**src/rtl/pc_fetch_unit.sv**
```systemverilog
// Instruction-fetch stage: PC/IR registers, next-PC select and an imem request/valid handshake with timeout.
// Optional macro BRANCH_CNT_EN adds a saturating counter of taken non-sequential PC writes.
module pc_fetch_unit #(
  parameter int          ADDR_W   = 6,
  parameter logic [31:0] RESET_PC = 32'h0,
  parameter int          TIMEOUT  = 15
) (
  input  logic              clk,
  input  logic              Rst,
  input  logic              Write_PC,
  input  logic              Write_IR,
  input  logic [1:0]        PC_s,
  input  logic [31:0]       F,
  input  logic [31:0]       imem_rdata,
  input  logic              imem_valid,
  output logic              imem_req,
  output logic [ADDR_W-1:0] Inst_addr,
  output logic [31:0]       PC,
  output logic [31:0]       I,
  output logic              busy,
  output logic              fetch_err,
  output logic [15:0]       branch_cnt
);

  localparam logic [0:0]  S_IDLE = 1'b0;
  localparam logic [0:0]  S_WAIT = 1'b1;
  localparam int          CNT_W  = $clog2(TIMEOUT + 1);
  localparam logic [31:0] NOP    = 32'hE1A0_0000;

  logic [0:0]        state;
  logic [CNT_W-1:0]  tcnt;
  logic [ADDR_W-1:0] faddr;
  logic [31:0]       next_pc;
  logic [31:0]       br_off;
  logic              last_wait;

  assign br_off    = {{6{I[23]}}, I[23:0], 2'b00};
  assign busy      = (state == S_WAIT);
  assign Inst_addr = busy ? faddr : PC[ADDR_W+1:2];
  // Final permitted WAIT cycle: counter would reach TIMEOUT this edge.
  assign last_wait = (tcnt == CNT_W'(TIMEOUT - 1));

  always_comb begin
    next_pc = PC;
    case (PC_s)
      2'b00:   next_pc = PC + 32'd4;
      2'b01:   next_pc = PC + 32'd4 + br_off;
      2'b10:   next_pc = F & 32'hFFFF_FFFC;
      default: next_pc = PC;
    endcase
  end

  always_ff @(posedge clk or posedge Rst) begin
    if (Rst)           PC <= RESET_PC;
    else if (Write_PC) PC <= next_pc;
  end

  always_ff @(posedge clk or posedge Rst) begin
    if (Rst) begin
      state     <= S_IDLE;
      I         <= 32'h0;
      imem_req  <= 1'b0;
      fetch_err <= 1'b0;
      tcnt      <= '0;
      faddr     <= '0;
    end else begin
      case (state)
        S_IDLE: begin
          if (Write_IR) begin
            faddr    <= PC[ADDR_W+1:2];
            tcnt     <= '0;
            imem_req <= 1'b1;
            state    <= S_WAIT;
          end
        end
        default: begin
          // Valid takes priority over the timeout on the same cycle.
          if (imem_valid) begin
            I        <= imem_rdata;
            imem_req <= 1'b0;
            state    <= S_IDLE;
          end else if (last_wait) begin
            I         <= NOP;
            fetch_err <= 1'b1;
            imem_req  <= 1'b0;
            state     <= S_IDLE;
          end else begin
            tcnt <= tcnt + 1'b1;
          end
        end
      endcase
    end
  end

`ifdef BRANCH_CNT_EN
  always_ff @(posedge clk or posedge Rst) begin
    if (Rst)
      branch_cnt <= 16'h0;
    else if (Write_PC && (PC_s == 2'b01 || PC_s == 2'b10) && branch_cnt != 16'hFFFF)
      branch_cnt <= branch_cnt + 16'h1;
  end
`else
  assign branch_cnt = 16'h0;
`endif

endmodule
```
**config.mk**
```make
export PLATFORM = sky130hd
export DESIGN_NAME = pc_fetch_unit
export DESIGN_NICKNAME = d
export VERILOG_FILES = /design/src/rtl/pc_fetch_unit.sv
export SDC_FILE = /design/constraint.sdc
export NUM_CORES = 1
export LEC_CHECK = 0
export ABC_CLOCK_PERIOD_IN_PS = 3100
export CAP_MARGIN = 0
export CORE_ASPECT_RATIO = 0.6
export CORE_MARGIN = 2
export CORE_UTILIZATION = 45
export CTS_BUF_LIST = sky130_fd_sc_hd__clkbuf_16
export CTS_CLUSTER_SIZE = 30
export DETAILED_ROUTE_END_ITERATION = 10
export PLACE_DENSITY = 0.87
export RECOVER_POWER = 50
export SLEW_MARGIN = 20
export SYNTH_ARGS = -nofsm -noshare
export SYNTH_HDL_FRONTEND = slang
export SYNTH_SLANG_ARGS = --single-unit
export TNS_END_PERCENT = 50
```
**constraint.sdc**
```tcl
create_clock -name clk -period 3.1 [get_ports clk]
set_clock_uncertainty 0.1 [all_clocks]
set_input_delay 0.775 -clock clk [delete_from_list [all_inputs] [get_ports clk]]
set_output_delay 0.775 -clock clk [all_outputs]
set_load 0.01 [all_outputs]
```
=== Word-level counts from Yosys, hierarchy flattened ===
Index checks and enable logic that the tools add are counted.

* Register bits after elaboration: 77
* Input bits: 71
* Output and inout bits: 89
* Logic and storage cells: 44

* $add $sub $neg: 3
* Equality and inequality tests: 6
* Muxes and demuxes: 16
* Bitwise operators: 2
* Reduce and logical (&&, ||, !) cells: 10

{| class="wikitable"
|+ Operators by type and width
! cell !! number
|-
| $pmux W32 S3 || 1
|-
| $mux W32 || 2
|-
| $add A32 B3 Y32 const B || 1
|-
| $add A32 B32 Y32 || 1
|-
| $mux W4 || 4
|-
| $mux W1 || 8
|-
| $reduce_and A2 Y1 || 4
|-
| $mux W6 || 1
|-
| $reduce_and A3 Y1 || 2
|-
| $add A4 B1 Y4 const B || 1
|-
| $eq A4 B4 Y1 const B || 1
|-
| $ne A2 B2 Y1 const B || 2
|-
| $reduce_bool A2 Y1 || 2
|-
| $ne A3 B2 Y1 const B || 1
|-
| $reduce_bool A3 Y1 || 1
|-
| $eq A2 B1 Y1 const B || 1
|-
| $eq A2 B2 Y1 const B || 1
|-
| $logic_not A2 Y1 || 1
|-
| $not A1 Y1 || 2
|}

=== Longest topological paths before layout ===
Gate-level depths: netlist of run 1.

* Word-level depth: 4
* Mapped depth: 16
* Depth with buffers taken out: 15

=== Worst setup path before layout of run 1 ===
Ideal clock, no wire load.

* Kind: reg-to-reg
* Start: register PC[4]
* End: register PC[28]
* Setup time: 0.076 ns
* Data arrival time: 3.172 ns
* Required time: 2.924 ns
* Slack: -0.249 ns
* Stages on the path, launching flop included: 16
* Cell sequence: dfrtp_1 -> buf_4 -> nand3_1 -> nor3_4 -> and3_1 -> nand3_1 -> xnor2_1 -> ha_1 -> nand2_1 -> nor2_2 -> nand4_1 -> a211oi_2 -> nor2_1 -> o41a_1 -> o21ba_1 -> o21ai_1

* Cells in the longest elaborated chain, start to end: 3

{| class="wikitable"
|+ Ends and longest elaborated chain
! element !! RTL line !! source
|-
| start: declaration || 18 || <nowiki>output logic [31:0] PC,</nowiki>
|-
| start signal: assignment || 55 || <nowiki>else if (Write_PC) PC <= next_pc;</nowiki>
|-
| $add A32 B3 Y32 * || 46, 47 ||
|-
| $add A32 B32 Y32 || 47 || <nowiki>2'b01: next_pc = PC + 32'd4 + br_off;</nowiki>
|-
| $pmux W32 S3 * || 45 || <nowiki>case (PC_s)</nowiki>
|}

Every way passes the cells marked *; elsewhere a longest branch is shown, timed or not.
A chain may end at the register's enable or synchronous reset.

=== Worst setup path after layout of run 1 ===
* Start: register PC[2]
* End: register PC[31]

Same word-level chain as after synthesis.

==> qor.yml, run 1 <==
cts:
  clk_pin_slew_ns: 0.07
  cts_tree: "built"
  insertion_delay_ns: 0.36
  cts_root_buffer: "clkbuf_16"
  h-tree-depth: 3
  hold_buffers: 0
  cts-buffers-inserted: 9
  clock_path_buffers: 2
  cts.sinks: 75
power_and_ir_drop:
  p_sw_share_pct: 44.6
  clkPwrFrac_pct: 13.0
  leakagePower_nw: 4.32
  p_sw_w: 0.00369
  internal-power_w: 0.00459
  total_power_w: 0.00828
  power_frac_seq_pct: 19.0
  combPwrFrac_pct: 68.0
  max-vdd-ir-drop_mv: 0.442
  power_density_nw_per_um2: 855
drt:
  wl_per_cell_um: 21.9
  drcViolationCount: 0
  via_count: 7670
  dr.first_iter.drc_count: 1133
  routed_wl_um: 26500
  avgViaCountPerCell: 6.35
  postRouteAntennaNets: 0
  dr.pass1.iters: 6
die:
  ioPinCount: 160
  coreArea_sq_um: 13100
  die_h_um: 94.3
  die_w_um: 155
  rows: 32
  start_util_pct: 46.9
  die_area_sq_um: 14600
setup_path:
  startpoint_type: "flop"
  startpoint: "PC[2]$_DFFE_PP0P_"
  slowest_stage: "dfrtp_2"
  path_max_fanout: 5
  critPathRequiredTime_ns: 3.23
  worstPathCellList: "ha_4 > nand3_4 > nor2_4 > nand4_1 > xnor2_2 > ha_1 > or2_2 > a31oi_4 > a21oi_4 > a221o_1 > o31a_1 > xnor2_1 > o21ai_1"
  r2r-start: "PC[2]$_DFFE_PP0P_"
  slowest_delay_ns: 0.40
  worstSetupPathType: "flop to flop"
  critPathArrivalTime_ns: 3.57
  cp-end-kind: "flop"
min_path:
  min_path_type: "flop to flop"
  hold_start: "faddr[2]$_DFFE_PP0P_"
timing:
  max-slew-margin-rel_pct: -18.7
  whs_ns: 0.386
  rsz0062_at_grt: "yes"
  drv_slew: 76
  final_hold_viol_count: 0
  postLayoutSetupSlackWorst_ns: -0.341
  max_freq_mhz: 291
  period_needed_ns: 3.44
  fin_crit_sh_pct: 111
  worst_pin_slew_ns: 1.78
  setup_viol: 21
synthesis:
  synth-edff-count: 0
  synth_area_sq_um: 6120
  syn_avg_cell_area_sq_um: 8.40
  synth_ff_type: "dfrtp_1"
  synth.distinct_cells: 71
  yosysTopAreaCellShare_pct: 30.7
  synth-warning-count: 0
  async_flop_share_pct: 100
  ys_seq_area_share_pct: 30.7
  yosys.area.top_type: "dfrtp_1"
  synth.area.top_cells: "dfrtp_1 (31%), ha_1 (7.8%), a21oi_1 (5.3%)"
  synth_seq_cells: 75
  synthCells: 728
cells_and_area:
  syn2layout_area_growth_pct: 58.4
  fin_cells: 1207
  drive_gt1_share_pct: 29.4
  post-route-cell-area_sq_um: 9690
  layout_commonest_cell: "buf_4"
  diodes: 0
  post-route-util_pct: 74.2
  layout_common_cells: "buf_4 (190), clkdlybuf4s50_1 (136), dfrtp_1 (69)"
  nets: 1142
job:
  maxCapViolCount: 1
global_routing:
  grt_pass1_vias: 7225
  antenna_found_initial: 0
  grt_use_total_pct: 34.6
  grt_pass1_wl_um: 39100
  grt_start_max_net_pins: 76
  grt-ovfl-total: 0
outcome:
  violations: "max-capacitance violations, max-slew violations, negative setup slack"
  outcome: "finished with violations"
place:
  place_area_sq_um: 8800
  portBuffers: 139
  place_congestion: 0.998
  dp.cells: 1163
  dp_hpwl_um: 17700
[layout make-up]
cell class / count / area [sq um]
repair buffers: 334 / 2860
clock buffers: 9 / 225
flip-flops and latches: 75 / 1880
inverters: 25 / 93.8
well taps: 170 / 213
fillers: 878 / 3360
multi-input cells: 587 / 4360
clock inverters: 7 / 58.8
[state kept, by name (all words and copies together) (netlist names)]
signal,count
PC,30
fetch_err,1
imem_req,1
faddr,6
I,32
tcnt,4
busy,1
[worst paths after layout]
kind                                         to  slack [ns]  cells after the start
setup / recovery             PC[31]$_DFFE_PP0P_       -0.34                     13
hold / removal             faddr[2]$_DFFE_PP0P_        0.39                      2
setup reg to reg             PC[31]$_DFFE_PP0P_       -0.34                     13
hold reg to reg            faddr[2]$_DFFE_PP0P_        0.39                      2
max in group asynchronous     PC[2]$_DFFE_PP0P_        0.31                      3
min in group asynchronous     I[16]$_DFFE_PP0P_        1.40                      3
[power groups by stage]
stage	Combinational (W)	Clock [W]	Sequential (W)
final	0.00563	0.00107	0.00158
after global routing	0.00593	0.00110	0.00161
after floorplan	0.00237	0	0.00167
after CTS	0.00508	0.00105	0.00156
after detailed placement	0.00480	0	0.00156
after global placement	0.00469	0	0.00155
[synth_stat cells (5+ instances only)]
cell       n
nor2_1    39
nand2_1   68
and4_1     6
buf_4     20
o21a_1    12
dfrtp_1   75
a221oi_1   9
o21ai_0   32
a21o_1    19
nor3_1    13
buf_1      6
inv_1     24
a31oi_1   13
and2_1     6
clkbuf_1  27
o22a_1     7
nand2b_1   6
nand3_1   34
a22o_1    27
nor2b_1    5
o21bai_1   8
xor2_1    13
xnor2_1   31
and3_1    11
o21ai_1    5
buf_2      5
a21oi_1   65
ha_1      38
o22ai_1   10
a211o_1    6
nand4_1   21
[timing repair]
action	4_1_cts	5_1_grt
resized for setup	37	44
buffers inserted	20	8
setup endpoints to repair	18	23
pin swaps	22	16
[through the flow]
stage	setup slack (ns)	TNS [ns]
2_1_floorplan	-0.0673	-0.196
3_3_place_gp	-0.202	-1.87
3_5_place_dp	-0.294	-2.77
4_1_cts	-0.141	-0.750
5_1_grt	-0.394	-6.28
6_report	-0.341	-3.79
[critical path, delay by kind of cell (launching register included)]
| family | cells | cell delay (ns) |
|---|---|---|
| fa+ha+maj | 2 | 0.47 |
| simple gates | 4 | 0.88 |
| compound gates | 5 | 1.03 |
| xor+xnor | 2 | 0.41 |
| flops | 1 | 0.40 |
[kinds of logic after synthesis]
group                      Yosys count  synth area share (%)
xor gates and xnor gates            45                  6.57
DFF                                 75                  30.7
buffers and inverters               83                  6.42
muxes                                7                  1.23
other                                1                0.0613
and+or+nand+nor                    231                  19.4
AOI/OAI and AO/OA                  247                  27.6
adders and majority gates           39                  8.10
[routing by layer]
layer | vias to the layer above | wire length [um] | track usage [%]
met5 | - | 0 | 0
met4 | 0 | 1290 | 11.6
met3 | 146 | 3650 | 9.87
met2 | 659 | 11100 | 52.5
met1 | 3592 | 10400 | 47.8
li1 | 3273 | - | -
Power figures use the tool's default switching activity.
==> inputs of run 2 (changes only) <==
Settings changed: CELL_PAD_IN_SITES_DETAIL_PLACEMENT from default to 0, CELL_PAD_IN_SITES_GLOBAL_PLACEMENT from default to 1, CORE_UTILIZATION 45 to 33.
==> qor.yml, run 2 (synthesized netlist as in run 1, its figures left out) <==
setup_path:
  startpoint: "PC[2]$_DFFE_PP0P_"
  cp_common_cell: "nor2_4"
  cp-end-kind: "flop"
  worstSetupPathType: "flop to flop"
  r2r-start: "PC[2]$_DFFE_PP0P_"
  startpoint_type: "flop"
  critPathArrivalTime_ns: 3.64  # +0.07 ns
  slowest_delay_ns: 0.43  # +0.03 ns
  critPathRequiredTime_ns: 3.28  # +0.05 ns
  path_max_fanout: 7  # +2
  worstPathCellList: "ha_4 > nand3_4 > nor2_4 > buf_6 > nand4_1 > xnor2_2 > ha_1 > nand2_2 > nor2_4 > nand4_1 > a211oi_2 > buf_4 > nor2_4 > o41a_1 > o21ba_1 > o21ai_1"
  slowest_stage: "o41a_1"
drt:
  drcViolationCount: 0  # unchanged
  routed_wl_um: 24500  # -7.5%
  postRouteAntennaNets: 0  # unchanged
  dr.pass1.iters: 6  # unchanged
  wl_per_cell_um: 19.4  # -12%
  avgViaCountPerCell: 5.61  # -12%
  via_count: 7094  # -7.5%
  dr.first_iter.drc_count: 740  # -35%
power_and_ir_drop:
  clkPwrFrac_pct: 13.9  # +0.9 points
  leakagePower_nw: 4.29  # -0.81%
  power_frac_seq_pct: 19.2  # +0.2 points
  internal-power_w: 0.00468  # +2.0%
  combPwrFrac_pct: 66.9  # -1.1 points
  p_sw_share_pct: 43.0  # -1.6 points
  power_density_nw_per_um2: 845  # -1.1%
  max-vdd-ir-drop_mv: 0.359  # -19%
  p_sw_w: 0.00354  # -4.3%
die:
  coreArea_sq_um: 18100  # +39%
  rows: 38  # +19%
  die_h_um: 109  # +16%
  die_w_um: 180  # +16%
  start_util_pct: 33.8  # -13 points
  die_area_sq_um: 19700  # +35%
  ioPinCount: 160  # unchanged
outcome:
  violations: "negative setup slack"
  outcome: "finished with violations"
cells_and_area:
  layout_common_cells: "buf_4 (177), clkdlybuf4s50_1 (136), dfrtp_1 (69)"
  top_regs: "I: 32 flops, PC: 30 flops, faddr: 6 flops"
  syn2layout_area_growth_pct: 59.0
  largest_reg_flops: 32  # unchanged
  regMostFlops: "I"
  drive_gt1_share_pct: 29.2  # -0.24 points
  fill_cells: 1637  # +86%
  diodes: 0  # unchanged
  nets: 1130  # -1.1%
  layout_commonest_cell: "buf_4"
global_routing:
  grt_pass1_vias: 6684  # -7.5%
  grt-ovfl-total: 0  # unchanged
  grt_use_total_pct: 24.1  # -11 points
  antenna_found_initial: 0  # unchanged
  grt_pass1_wl_um: 37000  # -5.4%
  grt_start_max_net_pins: 42  # -45%
place:
  place_congestion: 0.977  # -2.1%
  portBuffers: 139  # unchanged
  dp_hpwl_um: 18200  # +2.6%
  pre_cts_slack_ns: -0.399  # -0.105 ns
job:
  maxCapViolCount: 0  # -1
cts:
  h-tree-depth: 3  # unchanged
  insertion_delay_ns: 0.35  # about the same
  cts-buffers-inserted: 9  # unchanged
  cts_tree: "built"
  hold_buffers: 0  # unchanged
  cts_root_buffer: "clkbuf_16"
  clk_pin_slew_ns: 0.07  # about the same
  clock_path_buffers: 2  # unchanged
  cts.sinks: 75  # unchanged
timing:
  fin_crit_sh_pct: 112  # +0.51 points
  drv_slew: 0  # -100%
  setup_viol: 18  # -14%
  max_freq_mhz: 289  # -0.46%
  period_needed_ns: 3.46  # +0.0157 ns
  max-slew-margin-rel_pct: 7.90  # +27 points
  postLayoutSetupSlackWorst_ns: -0.357  # -0.0157 ns
  rsz0062_at_grt: "yes"
  worst_pin_slew_ns: 1.38  # -0.398 ns
  whs_ns: 0.372  # -0.0136 ns
  final_hold_viol_count: 0  # unchanged
min_path:
  hold_start: "faddr[5]$_DFFE_PP0P_"
  min_path_type: "flop to flop"
-- run 2: cell count changes in the layout (fill, tap and decap cells not counted), moves of 3 or more --
cell | before | now
buf_4 | 190 | 177
nand3_1 | 28 | 24
nand3_2 | 4 | 8
xor2_1 | 12 | 9
xor2_2 | 1 | 4
-- run 2: area by class of cell --
type / instances / area, sq um / share of cell area (%)
Tap cell: 240 / 300 / 3.09
Clock inverter: 7 / 82.6 / 0.849
Timing Repair Buffer: 322 / 2770 / 28.4
Sequential cell: 75 / 1880 / 19.4
Multi-Input combinational cell: 587 / 4370 / 45.0
Inverter: 25 / 95.1 / 0.978
Clock buffer: 9 / 225 / 2.32
-- run 2: final timing paths --
| check | end | slack [ns] | cells after the start |
|---|---|---|---|
| worst min register to register | faddr[5]$_DFFE_PP0P_ | 0.37 | 2 |
| worst min-delay path | faddr[5]$_DFFE_PP0P_ | 0.37 | 2 |
| max in group asynchronous | PC[7]$_DFFE_PP0P_ | 0.32 | 3 |
| worst max register to register | PC[28]$_DFFE_PP0P_ | -0.36 | 16 |
| min in group asynchronous | I[14]$_DFFE_PP0P_ | 0.98 | 2 |
| worst max-delay path | PC[28]$_DFFE_PP0P_ | -0.36 | 16 |
-- run 2: layer usage --
layer	global-route usage [%]	share of wire (%)
met5	0	0
met4	5.46	1.4
met3	5.10	9.5
met2	35.3	42
met1	36.0	47
-- run 2: per-stage QoR --
| step | util, % | setup TNS (ns) | area, sq um | total power, W | instances |
|---|---|---|---|---|---|
| finish | 53.7 | -3.57 | 9730 | 0.00822 | 1265 |
| detailed placement | 48.6 | -3.78 | 8810 | 0.00632 | 1222 |
| global placement | 48.6 | -2.95 | 8810 | 0.00622 | 1222 |
| CTS | 52.1 | -1.85 | 9440 | 0.00773 | 1259 |
| global route | 53.7 | -6.26 | 9730 | 0.00868 | 1265 |
| floorplan | - | -0.196 | 6240 | 0.00404 | 745 |
-- run 2: power groups by stage --
stage,combinational [W],clock [W],sequential [W]
finish,0.00550,0.00114,0.00158
global route,0.00586,0.00119,0.00162
CTS,0.00501,0.00115,0.00157
detailed placement,0.00475,0,0.00157
global placement,0.00466,0,0.00156
floorplan,0.00237,0,0.00167
-- run 2: timing repair --
| action | CTS | global route |
|---|---|---|
| gates resized for setup | 33 | 52 |
| buffers inserted | 21 | 11 |
| setup endpoints to repair | 20 | 22 |
| pin swaps | 34 | 36 |
-- run 2: critical path: cells and delay by family (launching register included) --
kind / cells / cell delay, ns
simple gates: 7 / 0.91
compound gates: 4 / 0.94
xor+xnor: 1 / 0.20
fa+ha+maj: 2 / 0.49
flops: 1 / 0.42
buf+inv: 2 / 0.30
==> inputs of run 3 (changes only) <==
Settings changed: CTS_BUF_LIST sky130_fd_sc_hd__clkbuf_16 to default, CTS_CLUSTER_SIZE 30 to default, SLEW_MARGIN 20 to default.
==> results of run 3 <==
No change in the layout: final DEF, timing and power equal those of run 2.
